File: src/rtl/seq_divider_16by8_pkg.sv
// Shared definitions for the sequential 16-by-8 restoring divider.
package seq_divider_16by8_pkg;

    // Default dividend/quotient and divisor/remainder widths
    localparam int unsigned DefN = 16;
    localparam int unsigned DefM = 8;

    // Control FSM encoding
    typedef enum logic [0:0] {
        StIdle = 1'b0,
        StRun  = 1'b1
    } state_e;

endpackage

File: src/rtl/seq_divider_16by8_if.sv
// Start/Done handshake, operand and result bundle for the divider.
interface seq_divider_16by8_if
    import seq_divider_16by8_pkg::*;
#(
    parameter int unsigned N = DefN,
    parameter int unsigned M = DefM
) ();

    logic         start;
    logic [N-1:0] dividend;
    logic [M-1:0] divisor;
    logic         busy;
    logic         done;
    logic [N-1:0] quotient;
    logic [M-1:0] remainder;
    logic         div_zero;

    // Requester side: drives operands and start, observes results
    modport master (
        output start, dividend, divisor,
        input  busy, done, quotient, remainder, div_zero
    );

    // Divider side
    modport slave (
        input  start, dividend, divisor,
        output busy, done, quotient, remainder, div_zero
    );

endinterface

File: src/rtl/seq_divider_16by8_div_step.sv
// One restoring-division iteration: shift in the next dividend bit, trial-subtract the divisor.
module seq_divider_16by8_div_step
    import seq_divider_16by8_pkg::*;
#(
    parameter int unsigned M = DefM
) (
    input  logic [M-1:0] p_i,
    input  logic         q_msb_i,
    input  logic [M-1:0] d_i,
    output logic [M-1:0] p_next_o,
    output logic         q_bit_o
);

    logic [M:0] t;

    // Trial subtraction; the M-bit difference is exact because the result is < d
    always_comb begin
        t        = {p_i, q_msb_i};
        q_bit_o  = (t >= {1'b0, d_i});
        p_next_o = q_bit_o ? (t[M-1:0] - d_i) : t[M-1:0];
    end

endmodule

File: src/rtl/seq_divider_16by8.sv
// Sequential unsigned restoring divider, one quotient bit per clock.
module seq_divider_16by8
    import seq_divider_16by8_pkg::*;
#(
    parameter int unsigned N = DefN,
    parameter int unsigned M = DefM
) (
    input logic                clk_i,
    input logic                rst_i,
    seq_divider_16by8_if.slave bus
);

    localparam int unsigned CntW = $clog2(N);

    state_e        state_q, state_d;
    logic [CntW-1:0] cnt_q;
    // Partial remainder: its top bit only ever lives in T, so only M bits are stored
    logic [M-1:0]  p_q;
    logic [N-1:0]  q_q;
    logic [M-1:0]  d_q;
    logic [N-1:0]  quo_q;
    logic [M-1:0]  rem_q;
    logic          dz_q;
    logic          done_q;

    logic          last_iter;
    logic [M-1:0]  p_next;
    logic          q_bit;

    assign last_iter = (cnt_q == CntW'(N - 1));

    seq_divider_16by8_div_step #(
        .M (M)
    ) u_div_step (
        .p_i      (p_q),
        .q_msb_i  (q_q[N-1]),
        .d_i      (d_q),
        .p_next_o (p_next),
        .q_bit_o  (q_bit)
    );

    // State register
    always_ff @(posedge clk_i) begin
        if (rst_i) begin
            state_q <= StIdle;
        end else begin
            state_q <= state_d;
        end
    end

    // Next-state: a zero divisor is answered from IDLE without entering RUN
    always_comb begin
        state_d = state_q;
        unique case (state_q)
            StIdle: if (bus.start && (bus.divisor != '0)) state_d = StRun;
            StRun:  if (last_iter) state_d = StIdle;
            default: state_d = StIdle;
        endcase
    end

    // Outputs: all come straight from registers
    always_comb begin
        bus.busy      = (state_q == StRun);
        bus.done      = done_q;
        bus.quotient  = quo_q;
        bus.remainder = rem_q;
        bus.div_zero  = dz_q;
    end

    // Operand capture, iteration datapath and result registers
    always_ff @(posedge clk_i) begin
        if (rst_i) begin
            cnt_q  <= '0;
            p_q    <= '0;
            q_q    <= '0;
            d_q    <= '0;
            quo_q  <= '0;
            rem_q  <= '0;
            dz_q   <= 1'b0;
            done_q <= 1'b0;
        end else begin
            done_q <= 1'b0;
            unique case (state_q)
                StIdle: begin
                    if (bus.start) begin
                        if (bus.divisor == '0) begin
                            quo_q  <= '1;
                            rem_q  <= '1;
                            dz_q   <= 1'b1;
                            done_q <= 1'b1;
                        end else begin
                            d_q   <= bus.divisor;
                            q_q   <= bus.dividend;
                            p_q   <= '0;
                            cnt_q <= '0;
                        end
                    end
                end
                StRun: begin
                    p_q   <= p_next;
                    q_q   <= {q_q[N-2:0], q_bit};
                    cnt_q <= cnt_q + 1'b1;
                    if (last_iter) begin
                        quo_q  <= {q_q[N-2:0], q_bit};
                        rem_q  <= p_next;
                        dz_q   <= 1'b0;
                        done_q <= 1'b1;
                    end
                end
                default: ;
            endcase
        end
    end

endmodule

File: src/flat_wrapper.sv
// flat-port wrapper written by rule: the top's interface ports become plain ports
module seq_divider_16by8_flat import seq_divider_16by8_pkg::*;
#(
    parameter int unsigned N = DefN,
    parameter int unsigned M = DefM
)
  (clk_i, rst_i, bus_start, bus_dividend, bus_divisor, bus_busy, bus_done, bus_quotient, bus_remainder, bus_div_zero);
  seq_divider_16by8_if #(.N(N), .M(M)) bus_i ();
  input logic clk_i;
  input logic rst_i;
  input wire logic [$bits(bus_i.start)-1:0] bus_start;
  input wire logic [$bits(bus_i.dividend)-1:0] bus_dividend;
  input wire logic [$bits(bus_i.divisor)-1:0] bus_divisor;
  output wire logic [$bits(bus_i.busy)-1:0] bus_busy;
  output wire logic [$bits(bus_i.done)-1:0] bus_done;
  output wire logic [$bits(bus_i.quotient)-1:0] bus_quotient;
  output wire logic [$bits(bus_i.remainder)-1:0] bus_remainder;
  output wire logic [$bits(bus_i.div_zero)-1:0] bus_div_zero;
  assign bus_i.start = bus_start;
  assign bus_i.dividend = bus_dividend;
  assign bus_i.divisor = bus_divisor;
  assign bus_busy = bus_i.busy;
  assign bus_done = bus_i.done;
  assign bus_quotient = bus_i.quotient;
  assign bus_remainder = bus_i.remainder;
  assign bus_div_zero = bus_i.div_zero;
  seq_divider_16by8 #(.N(N), .M(M)) u_core (.clk_i(clk_i), .rst_i(rst_i), .bus(bus_i));
endmodule
File: config.mk
export PLATFORM = sky130hd
export DESIGN_NAME = seq_divider_16by8_flat
export DESIGN_NICKNAME = d
export VERILOG_FILES = /design/src/rtl/seq_divider_16by8_pkg.sv /design/src/rtl/seq_divider_16by8_if.sv /design/src/rtl/seq_divider_16by8_div_step.sv /design/src/rtl/seq_divider_16by8.sv /design/src/flat_wrapper.sv
export SDC_FILE = /design/constraint.sdc
export NUM_CORES = 1
export LEC_CHECK = 0
export ABC_AREA = 1
export CORE_MARGIN = 2
export CORE_UTILIZATION = 50
export CTS_CLUSTER_DIAMETER = 30
export DETAILED_ROUTE_END_ITERATION = 10
export GPL_TIMING_DRIVEN = 0
export PLACE_DENSITY_LB_ADDON = 0.2
export SLEW_MARGIN = 20
export SYNTH_ARGS = -nofsm -noshare
export SYNTH_HDL_FRONTEND = slang
export SYNTH_SLANG_ARGS = --single-unit
File: constraint.sdc
create_clock -name clk_i -period 2.16 [get_ports clk_i]
set_input_delay 0.648 -clock clk_i [delete_from_list [all_inputs] [get_ports clk_i]]
set_output_delay 0.648 -clock clk_i [all_outputs]
set_load 0.05 [all_outputs]
==> flow_summary.yaml, run 1 <==
outcome:
  status: "finished, final reports clean"
floorplan:
  rows: 28
  die_y_um: 82.94
  die_x_um: 82.94
  core_um2: 5956
  pin_count: 54
  start_util: 0.5231
  die_area_um2: 6878
finish:
  antenna_cells: 0
  nets: 522
  finalNonFillerCells: 565
  final_core_util: 0.6723
  drive_above_1_share: 0.1245
  area_growth_pct: 28.51
  final_cell_area_um2: 4004
setup_path:
  r2r-start: "u_core.q_q[15]$_SDFFE_PP0P_"
  crit_type: "register to primary output"
  path_buf_inv: 1
  cp-start-kind: "register"
  cp_max_fo: 2
  startpoint: "u_core.bus.quotient[7]$_SDFFE_PP0P_"
  cpPeakStageDelay_ns: 0.80
  r2r_slack_ns: 0.35
  path_depth: 1
  critical_path.endpoint: "bus_quotient[7]"
  critPathArrivalTime_ns: 1.47
  critPathCaptureType: "primary output"
  r2r_end: "u_core.p_q[4]$_SDFFE_PP0P_"
  slowest_stage: "clkdlybuf4s50_1"
  r2r_cells: 12
  path_delay_family: "buffers and inverters"
  cp_data_required_time_ns: 1.51
  crit_chain: "clkdlybuf4s50_1"
clock_network:
  cts_tree: "yes"
  ctsHoldBuffers: 0
  path_clk_slew_ns: 0.07
  cts_root_buf: "clkbuf_8"
  numCtsBuffers: 9
  cts_buffer_depth: 2
  worstSkewPairLatency_ns: 0.35
  clock-sinks: 63
  htreeDepth: 3
sta:
  slew_headroom: 0.5533
  finalSetupViolations: 0
  timing.fmax_mhz: 471.7
  hold_slack_ns: 0.4665
  fin_crit_ns: 2.120
  fin_ws_ns: 0.03992
  drv_slew: 0
  layout_worst_path_cycle_share: 0.9815
  clock_skew_ns: 0.008066
  final-hold-violation-count: 0
  rsz0062_at_grt: "false"
  worst_pin_slew_ns: 0.6700
power_and_ir_drop:
  ir_drop_mv: 0.7041
  p_leak_nw: 2.154
  powerDensity_nw_per_um2: 938.4
place:
  dp.cells: 549
  place_worst_setup_slack_ns: -0.1412
  hpwlAfterDp_um: 5598
  place_congestion: 0.8353
  port_buffers: 52
  dpl_cell_area_um2: 3730
global_route:
  grt_pass1_wl_um: 12900
  grt_max_degree: 12
  first_global_vias: 2761
  grt_overflow: 0
  grt_use_total: 0.2310
  antenna_found_initial: 0
synth:
  synthesis.nets: 459
  synthCells: 422
  yosys_warnings: 0
  yosys-top-cells-area: "dfxtp_1 40%, nand2_1 8.9%, a21oi_1 6.7%"
  synth-seq-cells: 63
  seq_area_frac_synth: 0.4048
  synth_cell_types: 36
  yosys.area.top_type: "dfxtp_1"
  synth.avg_cell_area_um2: 7.383
  netlist_area_um2: 3115
  synth_top_area_frac: 0.4048
routing:
  drt-total-wl_um: 7647
  firstDrtPassIters: 5
  drc: 0
  viasPerCell: 5.120
  antenna_left: 0
  wl_per_cell_um: 13.53
  drt_iter0_markers: 176
  vias: 2893
min_path:
  hp-class: "register to register"
run:
  drv_cap: 0
## state kept, by name (all words and copies together), names as in the netlist
register              cells
u_core.p_q                8
u_core.bus.div_zero       1
u_core.bus.quotient      16
u_core.bus.done           1
u_core.bus.busy           1
u_core.q_q               16
u_core.d_q                8
u_core.bus.remainder      8
u_core.cnt_q              4
## worst min path at each step
stage	slack, ns	cells after the start	start	end
finish	0.47	2	u_core.q_q[6]$_SDFFE_PP0P_	u_core.q_q[6]$_SDFFE_PP0P_
global route	0.49	2	u_core.q_q[9]$_SDFFE_PP0P_	u_core.q_q[9]$_SDFFE_PP0P_
CTS	0.47	2	u_core.q_q[6]$_SDFFE_PP0P_	u_core.q_q[6]$_SDFFE_PP0P_
detailed placement	0.46	2	u_core.q_q[6]$_SDFFE_PP0P_	u_core.q_q[6]$_SDFFE_PP0P_
global placement	0.45	2	u_core.q_q[3]$_SDFFE_PP0P_	u_core.q_q[3]$_SDFFE_PP0P_
floorplan	0.44	2	u_core.d_q[2]$_SDFFE_PP0P_	u_core.d_q[2]$_SDFFE_PP0P_
## kinds of logic after synthesis
| kind of cell | Yosys count | share of synthesized area |
|---|---|---|
| AOI/OAI and AO/OA | 103 | 0.1867 |
| DFF | 63 | 0.4048 |
| and+or+nand+nor | 165 | 0.2502 |
| buffers and inverters | 78 | 0.1072 |
| adders and majority gates | 10 | 0.04257 |
| xor gates and xnor gates | 3 | 0.008435 |
## cell usage in the layout (no fill, tap or decap), types with 3 or more instances in the layout
cell and instances:
a21oi_1 42, a21oi_2 4, buf_2 3, buf_6 4, bufinv_16 3, clkbuf_1 11, clkbuf_8 10, clkdlybuf4s50_1 30
dfxtp_1 63, dlygate4sd2_1 7, dlymetal6s2s_1 15, ha_1 9, inv_1 55, inv_2 3, nand2_1 74, nand2_2 11
nand3_1 19, nand4_1 4, nor2_1 38, nor2_4 3, o21ai_0 36, o21ai_1 4, o21bai_1 4, o221ai_1 6
or2_2 6, xnor2_1 3
## synthesized netlist by cell type, drive strengths merged
library cell,instances
ha,9
or2,6
a22oi,2
nor2,42
clkbuf,11
nand4,4
buf,8
o211ai,2
dfxtp,63
nand3,21
o21bai,4
nand2,88
a21oi,46
inv,59
o21ai,42
xnor2,3
nand3b,2
a31oi,1
nor3,2
fa,1
o221ai,6
## layout make-up
type	instances	area (um^2)
Timing Repair Buffer	52	549.3
Buffer	19	110.1
Tap cell	75	93.84
Inverter	59	224.0
Fill cell	523	1952
Sequential cell	63	1261
Clock buffer	11	141.4
Multi-Input combinational cell	281	1520
Clock inverter	5	103.9
## power breakdown
part,leakage (nW),switching (mW),internal (mW)
clock,0.124,0.481,0.801
sequential,0.514,0.0555,1.23
combinational,1.52,0.745,0.441
total,2.15,1.28,2.48
## per-stage QoR
stage	TNS [ns]	power (mW)
floorplan	0	2.233
global placement	-1.461	2.471
detailed placement	-2.080	2.492
CTS	0	3.770
global route	0	3.980
finish	0	3.757
## repair_timing
action | 4_1_cts | 5_1_grt
setup buffers | 0 | 0
setup endpoints to repair | 7 | 15
resized for setup | 7 | 15
## layer usage
layer | up-vias | track usage | share of wire | wire [um]
met1 | 1319 | 0.2744 | 0.45 | 3419
met2 | 70 | 0.4003 | 0.49 | 3737
met4 | 0 | 0.09240 | 0.022 | 165
li1 | 1491 | - | - | -
met5 | - | 0 | 0 | 0
met3 | 13 | 0.05467 | 0.043 | 326
Power figures use the tool's default switching activity.
==> run 2, diff against run 1 <==
- MAX_ROUTING_LAYER: not set -> met4
==> flow_summary.yaml, run 2 (same netlist as run 1, synthesis figures left out) <==
floorplan:
  core_um2: 5956
  die_y_um: 82.94
  die_x_um: 82.94
  rows: 28
  die_area_um2: 6878
  pin_count: 54
  start_util: 0.5231
routing:
  drt_iter0_markers: 179
  antenna_left: 0
  vias: 2932
  drt-total-wl_um: 7863
  wl_per_cell_um: 13.92
  viasPerCell: 5.189
  drc: 0
  firstDrtPassIters: 4
clock_network:
  worstSkewPairLatency_ns: 0.35
  htreeDepth: 3
  ctsHoldBuffers: 0
  numCtsBuffers: 9
  cts_root_buf: "clkbuf_8"
  post_cts.repair.setup_buffers: 0
  path_clk_slew_ns: 0.07
  cts_buffer_depth: 2
  cts_tree: "yes"
  clock-sinks: 63
setup_path:
  crit_chain: "clkdlybuf4s50_1"
  slowest_stage: "clkdlybuf4s50_1"
  path_delay_family: "buffers and inverters"
  path_buf_inv: 1
  crit_type: "register to primary output"
  cp_data_required_time_ns: 1.51
  critPathCaptureType: "primary output"
  critPathArrivalTime_ns: 1.48
  cp_max_fo: 2
  cpPeakStageDelay_ns: 0.80
  cp-start-kind: "register"
sta:
  worst_pin_slew_ns: 0.6584
  final-hold-violation-count: 0
  drv_slew: 0
  fin_crit_ns: 2.130
  timing.fmax_mhz: 469.4
  finalSetupViolations: 0
  layout_worst_path_cycle_share: 0.9863
  clock_skew_ns: 0.008164
  slew_headroom: 0.5611
  rsz0062_at_grt: "false"
finish:
  final_core_util: 0.6729
  final_common_cell: "nand2_1"
  area_growth_pct: 28.63
  drive_above_1_share: 0.1265
  final_cell_mix: "74 x nand2_1, 63 x dfxtp_1, 55 x inv_1, 42 x a21oi_1, 38 x nor2_1"
  nets: 522
  antenna_cells: 0
place:
  hpwlAfterDp_um: 5795
  port_buffers: 52
  place_congestion: 0.8483
global_route:
  grt_pass1_wl_um: 13110
  grt_overflow: 0
  grt_max_degree: 12
  first_global_vias: 2809
  antenna_found_initial: 0
  grt_use_total: 0.2421
outcome:
  status: "finished, final reports clean"
power_and_ir_drop:
  powerDensity_nw_per_um2: 917.4
  ir_drop_mv: 0.5192
  power_mw: 3.677
  p_leak_nw: 2.219
min_path:
  hp-class: "register to register"
run:
  drv_cap: 0
## run 2: cell count changes in the layout (fill, tap and decap cells not counted), sizes merged
| cell | delta |
|---|---|
| dlymetal6s2s | +5 |
| bufinv | -1 |
| dlygate4sd2 | -5 |
| clkinv | +1 |
## run 2: final timing paths
| check | start | endpoint | slack (ns) | depth (start not counted) |
|---|---|---|---|---|
| setup / recovery | u_core.bus.remainder[5]$_SDFFE_PP0P_ | bus_remainder[5] | 0.03 | 1 |
| hold / removal | u_core.q_q[1]$_SDFFE_PP0P_ | u_core.q_q[1]$_SDFFE_PP0P_ | 0.47 | 2 |
| setup reg to reg | u_core.q_q[15]$_SDFFE_PP0P_ | u_core.p_q[4]$_SDFFE_PP0P_ | 0.34 | 12 |
| hold reg to reg | u_core.q_q[1]$_SDFFE_PP0P_ | u_core.q_q[1]$_SDFFE_PP0P_ | 0.47 | 2 |
## run 2: power breakdown
group | total (mW) | internal, mW | switching [mW] | leakage (nW)
registers | 1.29 | 1.23 | 0.0536 | 0.514
clock network | 1.20 | 0.713 | 0.492 | 0.120
logic | 1.18 | 0.441 | 0.743 | 1.59
total | 3.68 | 2.39 | 1.29 | 2.22
## run 2: area by class of cell
class / count / area [um^2]
Buffer: 19 / 110.1
Clock buffer: 11 / 151.4
Clock inverter: 5 / 78.83
Fill cell: 539 / 1948
Inverter: 59 / 224.0
Multi-Input combinational cell: 281 / 1520
Sequential cell: 63 / 1261
Tap cell: 75 / 93.84
Timing Repair Buffer: 52 / 568.0
## run 2: layer usage
layer,vias to the layer above,routed length [um],share of wire,track usage
li1,1497,-,-,-
met1,1364,3420,0.43,0.2866
met2,59,3935,0.50,0.4106
met3,12,378,0.048,0.03678
met4,0,129,0.016,0.1013
met5,-,0,0,-
## run 2: timing repair
item                                    in CTS  in global routing
cloned                                       0                  0
resized for setup                            2                 20
endpoints found under the setup margin       2                 20
## run 2: per-stage QoR
step / std cells / hold slack (ns) / worst slack, ns / area [um^2] / TNS (ns)
floorplan: 422 / 0.4354 / 0.5132 / 3115 / 0
global placement: 549 / 0.4515 / -0.1240 / 3730 / -1.454
detailed placement: 549 / 0.4569 / -0.1500 / 3730 / -2.337
CTS: 565 / 0.4676 / 0.004929 / 3958 / 0
global route: 565 / 0.4923 / 0.001889 / 4008 / 0
finish: 565 / 0.4682 / 0.02959 / 4008 / 0
==> run 3, diff against run 2 <==
--- a/config.mk
+++ b/config.mk
@@ -8,2 +8,3 @@
 export ABC_AREA = 1
+export ABC_CLOCK_PERIOD_IN_PS = 2160
 export CORE_MARGIN = 2
--- a/constraint.sdc
+++ b/constraint.sdc
@@ -3,2 +3,2 @@
 set_output_delay 0.648 -clock clk_i [all_outputs]
-set_load 0.05 [all_outputs]
+set_load 0.01 [all_outputs]
==> flow_summary.yaml, run 3 (same netlist as run 1, synthesis figures left out) <==
outcome:
  status: "finished, final reports clean"
setup_path:
  crit_type: "register to primary output"
  path_delay_family: "buffers and inverters"
  cp_data_required_time_ns: 1.51
  crit_chain: "clkdlybuf4s50_1"
  path_buf_inv: 1
  cpPeakStageDelay_ns: 0.58
  r2r-start: "u_core.q_q[15]$_SDFFE_PP0P_"
  slowest_stage: "clkdlybuf4s50_1"
  critPathArrivalTime_ns: 1.37
  r2r_slack_ns: 0.34
  r2r_end: "u_core.p_q[4]$_SDFFE_PP0P_"
  critPathCaptureType: "primary output"
  cp_max_fo: 6
  cp-start-kind: "register"
  r2r_cells: 12
routing:
  top_layer: "met4"
  m1WireLength_um: 3358
  antenna_left: 0
  drt-total-wl_um: 7764
  drc: 0
  viasPerCell: 5.202
  met3_length_um: 404
  vias: 2939
  drt_iter0_markers: 160
  wl_per_cell_um: 13.74
  wl_met2_um: 3865
  firstDrtPassIters: 4
floorplan:
  die_area_um2: 6878
  start_util: 0.5231
  rows: 28
  pin_count: 54
  die_y_um: 82.94
  core_um2: 5956
  die_x_um: 82.94
global_route:
  antenna_found_initial: 0
  grt_pass1_wl_um: 13110
  first_global_vias: 2809
  grt_use_total: 0.2421
  grt_overflow: 0
  grt_max_degree: 12
place:
  dp.cells: 549
  port_buffers: 52
  place_congestion: 0.8483
  hpwlAfterDp_um: 5795
  dpl_cell_area_um2: 3730
clock_network:
  ctsHoldBuffers: 0
  path_clk_slew_ns: 0.07
  worstSkewPairLatency_ns: 0.35
  cts_buffer_depth: 2
  cts_root_buf: "clkbuf_8"
  cts-resized-gates: 0
  clock-sinks: 63
  htreeDepth: 3
  post_cts.repair.setup_buffers: 0
  cts_tree: "yes"
  numCtsBuffers: 9
finish:
  final_cell_area_um2: 3960
  area_growth_pct: 27.11
  final_common_cell: "nand2_1"
  antenna_cells: 0
  finalNonFillerCells: 565
  nets: 522
  final_cell_mix: "74 x nand2_1, 63 x dfxtp_1, 55 x inv_1, 52 x clkdlybuf4s50_1, 42 x a21oi_1"
  drive_above_1_share: 0.1265
sta:
  drv_slew: 0
  final-hold-violation-count: 0
  worst_pin_slew_ns: 0.6640
  fin_crit_ns: 2.019
  timing.fmax_mhz: 495.4
  finalSetupViolations: 0
  fin_tns_setup_ns: 0
  slew_headroom: 0.5573
  clock_skew_ns: 0.008548
  layout_worst_path_cycle_share: 0.9346
  rsz0062_at_grt: "false"
min_path:
  hp-start: "u_core.q_q[1]$_SDFFE_PP0P_"
  worstHoldEndpoint: "u_core.q_q[1]$_SDFFE_PP0P_"
  min_delay_path_depth: 2
  hp-class: "register to register"
power_and_ir_drop:
  powerDensity_nw_per_um2: 924.3
  p_leak_nw: 1.837
  ir_drop_mv: 0.5122
  power_mw: 3.660
run:
  drv_cap: 0
## run 3: cell types whose count changed in the layout (fill, tap and decap cells not counted), sizes merged
cell           delta
dlygate4sd2       -2
dlymetal6s2s     -20
clkdlybuf4s50    +22
## run 3: final cells by class
type / instances / area, um^2
plain buffers: 19 / 110.1
clock buffers: 11 / 151.4
clock inverters: 5 / 78.83
fillers: 549 / 1996
inverters: 59 / 224.0
multi-input cells: 281 / 1520
flip-flops and latches: 63 / 1261
well taps: 75 / 93.84
repair buffers: 52 / 520.5
## run 3: stage by stage
stage                     setup WS [ns]  utilization  hold slack [ns]
after CTS                        0.1374       0.6649           0.4676
after global placement          -0.1240       0.6263           0.4515
final                            0.1413       0.6649           0.4674
after global routing            0.03527       0.6649           0.4923
after detailed placement        -0.1500       0.6263           0.4569
after floorplan                  0.5273            -           0.4354
## run 3: power breakdown
part | internal (mW) | switching, mW
sequential | 1.23 | 0.0542
clock | 0.713 | 0.486
combinational | 0.442 | 0.731
## run 3: how the worst max path moves through the flow
| stage | start | endpoint | slack, ns | cells past startpoint |
|---|---|---|---|---|
| after floorplan | bus_divisor[5] | u_core.q_q[10]$_SDFFE_PP0P_ | 0.53 | 9 |
| after global placement | bus_divisor[3] | u_core.q_q[8]$_SDFFE_PP0P_ | -0.12 | 10 |
| after detailed placement | bus_divisor[3] | u_core.q_q[8]$_SDFFE_PP0P_ | -0.15 | 10 |
| final | u_core.bus.busy$_SDFF_PP0_ | bus_busy | 0.14 | 1 |
| after global routing | bus_divisor[3] | u_core.q_q[7]$_SDFFE_PP0P_ | 0.04 | 10 |
| after CTS | u_core.bus.busy$_SDFF_PP0_ | bus_busy | 0.14 | 1 |
## run 3: metal layers
metal | vias up | track usage
met5 | - | -
met4 | 0 | 0.1013
met3 | 18 | 0.03678
met2 | 72 | 0.4106
met1 | 1353 | 0.2866
li1 | 1496 | -
